**config.mk**
```make
export PLATFORM = sky130hd
export DESIGN_NAME = brick_collision_scanner
export DESIGN_NICKNAME = d
export VERILOG_FILES = /design/src/rtl/brick_collision_scanner.sv
export SDC_FILE = /design/constraint.sdc
export NUM_CORES = 1
export LEC_CHECK = 0
export ABC_AREA = 0
export CAP_MARGIN = 20
export CORE_UTILIZATION = 35
export CTS_CLUSTER_SIZE = 20
export DETAILED_ROUTE_END_ITERATION = 16
export DONT_BUFFER_PORTS = 1
export GPL_TIMING_DRIVEN = 0
export HOLD_SLACK_MARGIN = 0.1
export PLACE_DENSITY = 0.5
export SYNTH_ARGS = -nofsm -noshare
export SYNTH_HDL_FRONTEND = slang
export SYNTH_SLANG_ARGS = --single-unit
```
**constraint.sdc**
```tcl
create_clock -name clk -period 2.7 [get_ports clk]
set_clock_uncertainty 0.1 [all_clocks]
set_input_delay 0.27 -clock clk [delete_from_list [all_inputs] [get_ports clk]]
set_output_delay 0.27 -clock clk [all_outputs]
set_load 0.05 [all_outputs]
```
**src/rtl/brick_collision_scanner.sv**
```systemverilog
// Scans a brick table in RAM for the first live brick overlapping the ball and clears it.
// Optional score counter enabled by defining BRICK_SCORE_EN.
module brick_collision_scanner #(
  parameter int unsigned NUM_BRICKS = 40,
  parameter int unsigned BRICK_W    = 16,
  parameter int unsigned BRICK_H    = 4,
  parameter int unsigned BALL_SIZE  = 2
) (
  input  logic        clk,
  input  logic        resetn,
  input  logic        start,
  input  logic [7:0]  ball_x,
  input  logic [6:0]  ball_y,
  output logic [7:0]  ram_address,
  input  logic [17:0] ram_q,
  output logic [17:0] ram_data,
  output logic        ram_wren,
  output logic        busy,
  output logic        done,
  output logic        hit,
  output logic [7:0]  hit_index,
  output logic [7:0]  hit_x,
  output logic [6:0]  hit_y
`ifdef BRICK_SCORE_EN
  ,
  output logic [7:0]  score
`endif
);

  localparam int unsigned AW = 8;
  localparam int unsigned XW = 8;
  localparam int unsigned YW = 7;
  localparam int unsigned CW = 9;
  localparam logic [AW-1:0] LAST_IDX = AW'(NUM_BRICKS - 1);

  typedef enum logic [2:0] {
    S_IDLE  = 3'd0,
    S_READ  = 3'd1,
    S_CHECK = 3'd2,
    S_CLEAR = 3'd3,
    S_DONE  = 3'd4
  } state_t;

  state_t          state_q, state_d;
  logic [XW-1:0]   bx_q;
  logic [YW-1:0]   by_q;
  logic [AW-1:0]   index_q;

  // Overlap test, widened so edge sums near 255/127 never wrap
  logic          alive;
  logic          hit_c;
  logic [CW-1:0] ball_x_lo, ball_x_hi, ball_y_lo, ball_y_hi;
  logic [CW-1:0] brk_x_lo, brk_x_hi, brk_y_lo, brk_y_hi;

  always_comb begin
    alive     = |ram_q[17:15];
    ball_x_lo = CW'(bx_q);
    ball_x_hi = CW'(bx_q) + CW'(BALL_SIZE - 1);
    ball_y_lo = CW'(by_q);
    ball_y_hi = CW'(by_q) + CW'(BALL_SIZE - 1);
    brk_x_lo  = CW'(ram_q[7:0]);
    brk_x_hi  = CW'(ram_q[7:0]) + CW'(BRICK_W - 1);
    brk_y_lo  = CW'(ram_q[14:8]);
    brk_y_hi  = CW'(ram_q[14:8]) + CW'(BRICK_H - 1);
    hit_c     = alive &&
                (ball_x_hi >= brk_x_lo) && (ball_x_lo <= brk_x_hi) &&
                (ball_y_hi >= brk_y_lo) && (ball_y_lo <= brk_y_hi);
  end

  // State register
  always_ff @(posedge clk) begin
    if (!resetn) state_q <= S_IDLE;
    else         state_q <= state_d;
  end

  // Next-state logic
  always_comb begin
    state_d = state_q;
    case (state_q)
      S_IDLE:  if (start) state_d = S_READ;
      S_READ:  state_d = S_CHECK;
      S_CHECK: begin
        if (hit_c)                   state_d = S_CLEAR;
        else if (index_q == LAST_IDX) state_d = S_DONE;
        else                          state_d = S_READ;
      end
      S_CLEAR: state_d = S_DONE;
      S_DONE:  state_d = S_IDLE;
      default: state_d = S_IDLE;
    endcase
  end

  // Decoded outputs; the write strobe is also gated by reset so a reset edge never writes
  always_comb begin
    busy        = 1'b0;
    done        = 1'b0;
    ram_wren    = 1'b0;
    ram_address = '0;
    ram_data    = '0;
    case (state_q)
      S_READ, S_CHECK: begin
        busy        = 1'b1;
        ram_address = index_q;
      end
      S_CLEAR: begin
        busy        = 1'b1;
        ram_wren    = resetn;
        ram_address = hit_index;
        ram_data    = {3'b000, hit_y, hit_x};
      end
      S_DONE:  done = 1'b1;
      default: ;
    endcase
  end

  // Scan datapath: captured ball, walking index and held result
  always_ff @(posedge clk) begin
    if (!resetn) begin
      bx_q      <= '0;
      by_q      <= '0;
      index_q   <= '0;
      hit       <= 1'b0;
      hit_index <= '0;
      hit_x     <= '0;
      hit_y     <= '0;
    end else begin
      case (state_q)
        S_IDLE: begin
          if (start) begin
            bx_q    <= ball_x;
            by_q    <= ball_y;
            index_q <= '0;
            hit     <= 1'b0;
          end
        end
        S_CHECK: begin
          if (hit_c) begin
            hit       <= 1'b1;
            hit_index <= index_q;
            hit_x     <= ram_q[7:0];
            hit_y     <= ram_q[14:8];
          end else if (index_q != LAST_IDX) begin
            index_q <= index_q + AW'(1);
          end
        end
        default: ;
      endcase
    end
  end

`ifdef BRICK_SCORE_EN
  // Saturating count of cleared bricks
  always_ff @(posedge clk) begin
    if (!resetn)                                 score <= '0;
    else if (state_q == S_CLEAR && score != 8'hFF) score <= score + 8'd1;
  end
`endif

endmodule
```
### Yosys cells after proc, flatten, opt, wreduce, memory -nomap -nowiden

Index checks and enable logic that the tools add are counted.

* register bits: 50
* input bits: 36
* output and inout port bits: 53
* logic and storage cells: 56

* add/subtract/negate cells: 5
* magnitude comparators: 4
* equal/unequal tests: 10
* mux-type cells: 16
* reductions and logical operators: 13

Operator list (number)
* $pmux W8 S2: 2
* $mux W8: 3
* $mux W15: 1
* $pmux W3 S4: 1
* $add A8 B1 Y9 const B: 1
* $add A8 B4 Y9 const B: 1
* $ge A9 B8 Y1: 1
* $le A8 B9 Y1: 1
* $mux W3: 3
* $add A7 B1 Y8 const B: 1
* $add A7 B2 Y8 const B: 1
* $add A8 B1 Y8 const B: 1
* $eq A8 B6 Y1 const B: 1
* $ge A8 B7 Y1: 1
* $le A7 B8 Y1: 1
* $ne A2 B2 Y1 const B: 4
* $ne A8 B6 Y1 const B: 1
* $eq A3 B2 Y1 const B: 2
* $reduce_or A3 Y1: 2
* $mux W1: 5
* $logic_and A1 B1 Y1: 4
* $reduce_and A2 Y1: 2
* $reduce_and A4 Y1: 1
* $eq A3 B1 Y1 const B: 1
* 6 further kinds: 6

### Depth between registers and ports, before layout

Gate-level depths: netlist of the first run.

* depth after elaboration: 8
* gate-level depth with buffers: 14
* gate-level depth less buffers: 13

### Least setup slack after synthesis of the first run

Ideal clock, no wire load.

* kind: flip-flop to flip-flop
* start point: register bx_q[4]
* end point: register index_q[5]
* setup time: 0.075 ns
* arrival: 2.781 ns
* data required time: 2.525 ns
* slack: -0.256 ns
* stages on the path, launching flop included: 14
* buffers on the path: 1
* clock period less this slack: 2.956 ns
* cells stage by stage: dfxtp_1 and3_1 nand3_1 or2_2 xnor2_1 ha_1 nand3_1 o221ai_1 a211oi_1 a211oi_2 and3_1 buf_6 or4_1 a31oi_1

* longest elaborated chain between the ends: 8
* elaborated cells on any way between the ends: 9
* those cells by class: 1 x add/sub; 2 x order compare; 1 x eq/ne; 5 x reduce/logical

Ends and longest elaborated chain
* start, declared: line 45 `logic [XW-1:0] bx_q;`
* start signal, assigned: line 130 `bx_q <= ball_x;`
* $add A8 B1 Y9: line 58 `ball_x_hi = CW'(bx_q) + CW'(BALL_SIZE - 1);`
* $ge A9 B8 Y1: line 66 `(ball_x_hi >= brk_x_lo) && (ball_x_lo <= brk_x_hi) &&`
* $logic_and A1 B1 Y1: line 65 `hit_c = alive &&`
* $logic_and A1 B1 Y1 (*) (2 in a row): line 66
* $logic_and A1 B1 Y1 (*): line 67 `(ball_y_hi >= brk_y_lo) && (ball_y_lo <= brk_y_hi);`
* $ne A2 B2 Y1 (no source line) (*)
* $reduce_and A4 Y1 (no source line) (*)
* end signal, assigned: line 143 `index_q <= index_q + AW'(1);`
* end, declared: line 47 `logic [AW-1:0] index_q;`

Every way passes the cells marked *; elsewhere a longest branch is shown, timed or not.
A chain may end at the register's enable or synchronous reset.

### Worst setup path after layout of the first run

* start point: register bx_q[0]
* end point: register index_q[5]

Same word-level chain as after synthesis.

==> flow_metrics.env, run 1 <==
export IMPL_run_status="finished, violations left"
export IMPL_failed_checks="setup timing"
export IMPL_grt_busiest_layer="met2"
export IMPL_sw_frac_of_total=0.302
export IMPL_intPower_mw=1.20
export IMPL_worst_hold_startpoint="resetn"
export IMPL_cp_cell_sequence="and3_4, nand3_4, or2_4, xnor2_2, ha_1, nand3_2, o221ai_2, a211oi_4, a211oi_4, and3_4, buf_6, or4_1, a31oi_1"
export IMPL_ant_cells=0
export IMPL_synthArstFlopShare=0
export IMPL_crit_type="reg -> reg"
export IMPL_detail_route_first_pass_iterations=4
export IMPL_ys_ff_latch=50
export IMPL_antenna_violating_nets_post_route=0
export IMPL_die_area_um2=10100
export IMPL_unrepaired_setup_endpoints_after_global_routing="true"
export IMPL_horiz_die_dim_um=101
export IMPL_reg2reg_to="index_q[5]"
export IMPL_cts_max_path_buffers=2
export IMPL_design_portCount=89
export IMPL_period_needed_ps=3000
export IMPL_setup_worst_path_end_class="flip-flop"
export IMPL_power_frac_clock=0.328
export IMPL_all_layer_gr_usage=0.189
export IMPL_use_met2=0.326
export IMPL_first_global_vias=3000
export IMPL_mapped_avg_cell_area_um2=8.09
export IMPL_worst_hold_slack_ps=144
export IMPL_tritoncts_num_sinks=50
export IMPL_clock_root_buffer="clkbuf_8"
export IMPL_setup_ws_ps=-295
export IMPL_layout_drive_gt1_share=0.174
export IMPL_report_final_hold_viol_count=0
export IMPL_slowest_delay_ps=400
export IMPL_number_of_nets_at_the_end_of_the_flow=547
export IMPL_timing_critical_path_from_type="flip-flop"
export IMPL_drt_initial_drc_count=103
export IMPL_timing_critical_path_required_ps=2840
export IMPL_die_h_um=101
export IMPL_yosys_area_top_type="dfxtp_1"
export IMPL_mostFrequentLayoutCells="dfxtp_1 (46), nand2_1 (43), nor2_1 (38)"
export IMPL_clock_latency_ps=310
export IMPL_yosys_warnings=0
export IMPL_clock_tree_htree_level_count=2
export IMPL_timing_hold_worst_class="in -> reg"
export IMPL_synth_edff_count=0
export IMPL_grt_antenna_before_repair=0
export IMPL_number_of_placement_rows=35
export IMPL_whs_endpoint="index_q[6]"
export IMPL_grt_use_met1=0.242
export IMPL_reg2reg_from="bx_q[0]"
export IMPL_first_pass_grt_wire_length_mm=14.9
export IMPL_core_area_um2=9330
export IMPL_yosysTopAreaCellShare=0.294
export IMPL_fin_setup_tns_ps=-6560
export IMPL_clk_transition_reported_paths_ps=100
export IMPL_placedInstanceArea_um2=3620
export IMPL_place_port_buffers=0
export IMPL_grt_overflow_total=0
export IMPL_seq_power_share=0.456
export IMPL_seq_total_area_yosys=0.294
export IMPL_numCtsBuffers=5
export IMPL_most_used_flip_flop_cell_after_synthesis="dfxtp_1"
export IMPL_worstPathArrival_ps=3140
export IMPL_gp_routability_congestion=0.837
export IMPL_power_static_leakage_nw=1.93
export IMPL_synthToLayoutAreaGrowth_pct=26.9
export IMPL_total_switching_power_uw=519
export IMPL_power_share_combinational=0.216
export IMPL_cts_tree="yes"
export IMPL_cap_viol_max_count=0
export IMPL_detailed_place_hpwl_mm=6.80
export IMPL_worst_path_max_delay_cell="or4_1"
export IMPL_cp_num_buf_inv=1
export IMPL_wire_per_inst_um=15.0
export IMPL_met3_usage=0.0354
export IMPL_mostFrequentLayoutCell="dfxtp_1"
export IMPL_slew_viol_final=0
export IMPL_worst_ir_drop_vdd_mv=0.219
export IMPL_netlist_instances=421
export IMPL_synth_area_top_cells="dfxtp_1 (29%), ha_1 (13%), mux2i_1 (7.1%), nor2_1 (5.2%), nand2_1 (4.9%)"
export IMPL_crit_fanout=5
export IMPL_tightestPinTransition_ps=921
export IMPL_yosys_cell_types_count=57
export IMPL_drt_drc_violations_left=0
export IMPL_ff2ff_setup_slack_ps=-300
export IMPL_max_slew_margin_rel=0.384
export IMPL_hold_path_cell_count=2
export IMPL_final_period_utilization=1.11
export IMPL_postRouteWirelength_mm=9.11
export IMPL_initial_core_util=0.365
export IMPL_vias_per_cell=5.04
export IMPL_final_cell_area_um2=4320
export IMPL_power_density_nw_per_um2=398
export IMPL_grt_max_degree=17
export IMPL_r2r_worst_path_cells=13
export IMPL_cpLargestDelayFamily="simple AND/OR/NAND/NOR gates"
export IMPL_max_clock_freq_mhz=334
export IMPL_finalSetupViolCount=34
export IMPL_num_vias=3054
export IMPL_synth_cell_area_um2=3400
-- routing by layer --
metal  up-vias  wire [µm]
li1       1567          -
met3         8        345
met5         -          0
met4         0         92
met2        67       4470
met1      1412       4210
-- registers in the layout (all words and copies together) (netlist names) --
signal,cells
by_q,7
hit_x,8
hit,1
hit_index,8
bx_q,8
state_q,3
index_q,8
hit_y,7
-- power groups by stage --
stage                     Clock, mW  Sequential [mW]  Combinational (mW)
after detailed placement          0            0.802               0.295
after floorplan                   0            0.794               0.236
after global placement            0            0.802               0.289
after global routing          0.612            0.789               0.415
after CTS                     0.577            0.782               0.362
final                         0.564            0.784               0.372
-- worst reg2reg max path: stages (launching register included) --
cell,delay [ps]
dfxtp_4,380
and3_4,190
nand3_4,70
or2_4,270
xnor2_2,130
ha_1,300
nand3_2,90
o221ai_2,130
a211oi_4,310
a211oi_4,90
and3_4,220
buf_6,120
or4_1,400
a31oi_1,140
-- repair_timing --
action,4_1_cts,5_1_grt
gates cloned,1,0
pin swaps,14,6
hold endpoints to repair,31,0
hold buffers,31,0
setup endpoints to repair,52,45
gates resized for setup,41,7
buffers inserted,11,3
-- cell usage after synthesis, types with 3 or more instances --
master     n
nand2b_1   4
nand3_1   20
xor2_1     7
o21ai_0    6
inv_1     27
and2_1    16
and3_1     4
a31oi_1    4
o211ai_1   3
nor3_1     6
buf_4      3
nor2_1    47
nand4_1    5
xnor2_1   16
a21oi_1   31
o311ai_0   3
mux2i_1   24
nand2_1   44
nor2b_1    3
dfxtp_1   50
buf_6      3
clkbuf_1  11
ha_1      35
a22oi_1    7
-- cell families (layout without fill, tap and decap cells) --
kind of cell             after synthesis  count (layout)  synth area share
multiplexers                          24              24            0.0706
AO/OA/AOI/OAI                         71              71             0.136
AND/OR/NAND/NOR                      168             168             0.246
flip-flops                            50              50             0.294
buffers and inverters                 49             103            0.0654
adder cells (fa/ha/maj)               35              35             0.129
other                                  1               3           0.00110
XOR/XNOR                              23              23            0.0592
-- per-stage QoR --
| step | setup slack (ps) | instances | utilization | power, mW |
|---|---|---|---|---|
| floorplan | -101 | 423 | - | 1.03 |
| global placement | -573 | 552 | 0.388 | 1.09 |
| detailed placement | -575 | 552 | 0.388 | 1.10 |
| CTS | -271 | 603 | 0.457 | 1.72 |
| global route | -458 | 606 | 0.463 | 1.82 |
| finish | -295 | 606 | 0.463 | 1.72 |
-- how the worst max path moves through the flow --
stage / startpoint / cells past startpoint / slack, ps / end
after detailed placement: bx_q[0] / 12 / -580 / index_q[7]
after global routing: bx_q[0] / 13 / -460 / index_q[5]
after global placement: bx_q[0] / 12 / -570 / index_q[7]
after floorplan: bx_q[0] / 13 / -100 / index_q[5]
final: bx_q[0] / 13 / -300 / index_q[5]
after CTS: bx_q[1] / 13 / -270 / index_q[5]
-- area by class of cell --
| type | instances | area (µm²) |
|---|---|---|
| inverter | 28 | 105 |
| sequential | 50 | 1010 |
| buffer | 21 | 139 |
| clock inverter | 3 | 43.8 |
| clock buffer | 5 | 68.8 |
| timing repair buffer | 46 | 428 |
| multi-input combinational | 324 | 2360 |
| fill | 925 | 5010 |
| tap | 129 | 161 |
(Power assumes the default switching activity.)
==> inputs of run 2 (changes only) <==
Settings changed: PLACE_DENSITY 0.5 to unset.
==> flow_metrics.env, run 2 (synthesis gave the netlist of run 1 again) <==
export IMPL_detail_route_first_pass_iterations=4
export IMPL_die_h_um=101
export IMPL_crit_fanout=5
export IMPL_unrepaired_setup_endpoints_after_global_routing="true"
export IMPL_final_period_utilization=1.08
export IMPL_worstPathArrival_ps=3060
export IMPL_all_layer_gr_usage=0.184
export IMPL_core_area_um2=9330
export IMPL_clock_latency_ps=310
export IMPL_die_area_um2=10100
export IMPL_power_density_nw_per_um2=410
export IMPL_mostFrequentLayoutCells="nand2_1 (43), dfxtp_1 (43), nor2_1 (38)"
export IMPL_first_global_vias=3000
export IMPL_cap_viol_max_count=0
export IMPL_final_cell_area_um2=4390
export IMPL_cts_max_path_buffers=2
export IMPL_number_of_nets_at_the_end_of_the_flow=547
export IMPL_vias_per_cell=5.08
export IMPL_number_of_placement_rows=35
export IMPL_report_final_hold_viol_count=0
export IMPL_cts_tree="yes"
export IMPL_postRouteWirelength_mm=8.97
export IMPL_ant_cells=0
export IMPL_max_clock_freq_mhz=343
export IMPL_fillerInstances=923
export IMPL_first_pass_grt_wire_length_mm=14.5
export IMPL_timing_hold_worst_class="in -> reg"
export IMPL_crit_type="reg -> reg"
export IMPL_wire_per_inst_um=14.8
export IMPL_r2r_worst_path_cells=13
export IMPL_setup_worst_path_end_class="flip-flop"
export IMPL_tritoncts_num_sinks=50
export IMPL_critPathCapture="index_q[5]"
export IMPL_max_slew_margin_rel=0.396
export IMPL_placedInstanceArea_um2=3620
export IMPL_finalSetupViolCount=32
export IMPL_power_static_leakage_nw=1.96
export IMPL_drt_initial_drc_count=72
export IMPL_grt_overflow_total=0
export IMPL_synthToLayoutAreaGrowth_pct=29.1
export IMPL_worst_setup_path_startpoint="bx_q[1]"
export IMPL_grt_max_degree=17
export IMPL_clock_root_buffer="clkbuf_8"
export IMPL_failed_checks="setup timing"
export IMPL_design_portCount=89
export IMPL_finish_utilization=0.471
export IMPL_timing_critical_path_from_type="flip-flop"
export IMPL_tightestPinTransition_ps=902
export IMPL_fin_cells=606
export IMPL_reg2reg_to="index_q[5]"
export IMPL_placed_cells=552
export IMPL_num_vias=3080
export IMPL_horiz_die_dim_um=101
export IMPL_reg2reg_from="bx_q[1]"
export IMPL_antenna_violating_nets_post_route=0
export IMPL_period_needed_ps=2920
export IMPL_run_status="finished, violations left"
export IMPL_clock_tree_htree_level_count=2
export IMPL_numCtsBuffers=5
export IMPL_multiInputGateArea_um2=2370
export IMPL_place_port_buffers=0
export IMPL_slew_viol_final=0
export IMPL_setup_ws_ps=-219
export IMPL_register_area_um2=1020
export IMPL_ff2ff_setup_slack_ps=-220
export IMPL_layout_drive_gt1_share=0.193
export IMPL_initial_core_util=0.365
export IMPL_worst_ir_drop_vdd_mv=0.263
export IMPL_clk_transition_reported_paths_ps=100
export IMPL_grt_antenna_before_repair=0
export IMPL_drt_drc_violations_left=0
export IMPL_total_power_mw=1.80
export IMPL_gp_routability_congestion=0.872
export IMPL_detailed_place_hpwl_mm=6.92
export IMPL_timing_critical_path_required_ps=2840
-- run 2: cell types whose count changed in the layout (fill, tap and decap cells not counted), sizes merged --
cell	delta
bufinv	+1
inv	-1
-- run 2: report_power, final --
part	total (mW)	internal, mW	switching [mW]
Combinational	0.365	0.164	0.201
Sequential	0.784	0.756	0.0279
Clock	0.651	0.372	0.280
Total	1.80	1.29	0.509
-- run 2: layer usage --
layer,GRT usage,wire (µm),part of all wire
met4,0.0669,121,0.013
met2,0.317,4410,0.49
met5,0,0,0
met3,0.0451,492,0.055
met1,0.222,3950,0.44
-- run 2: critical path: stages, from the launching register on --
cell and delay (ps):
dfxtp_4 370, and3_4 190, nand3_4 70, or2_4 240, xnor2_2 130, ha_1 320, nand3_2 90, o221ai_2 110
a211oi_2 270, a211oi_4 90, and3_4 190, buf_6 130, or4_1 400, a31oi_1 130
-- run 2: worst min-delay path by stage --
stage | cells after the start | startpoint | end
3_5_place_dp | 2 | ball_x[1] | bx_q[1]
4_1_cts | 2 | resetn | index_q[6]
3_3_place_gp | 2 | ball_x[0] | bx_q[0]
2_1_floorplan | 2 | ball_x[1] | bx_q[1]
6_report | 3 | resetn | index_q[3]
5_1_grt | 2 | resetn | index_q[6]
-- run 2: final cells by class --
| class | instances | area share |
|---|---|---|
| Sequential cell | 50 | 0.231 |
| Tap cell | 129 | 0.0367 |
| Timing Repair Buffer | 46 | 0.103 |
| Clock inverter | 3 | 0.0157 |
| Buffer | 21 | 0.0339 |
| Inverter | 28 | 0.0239 |
| Clock buffer | 5 | 0.0157 |
| Multi-Input combinational cell | 324 | 0.539 |
-- run 2: metrics by stage --
step | setup TNS, ps | hold slack (ps) | setup slack (ps)
after detailed placement | -14910 | 308 | -554
after CTS | -5880 | 140 | -224
after global placement | -12080 | 307 | -507
final | -4610 | 144 | -219
after floorplan | -1660 | 298 | -101
after global routing | -9900 | 139 | -367
-- run 2: timing repair --
| action | 4_1_cts | 5_1_grt |
|---|---|---|
| gates resized for setup | 53 | 12 |
| pin swaps | 16 | 9 |
| hold buffers | 31 | 0 |
| buffers inserted | 13 | 2 |
| endpoints found under the hold margin | 31 | 0 |
| cloned | 2 | 0 |
| endpoints found under the setup margin | 52 | 38 |
==> inputs of run 3 (changes only) <==
Settings changed: CAP_MARGIN 20 to 5.
==> results of run 3 <==
Final layout, timing and power as in run 2 (identical DEF).
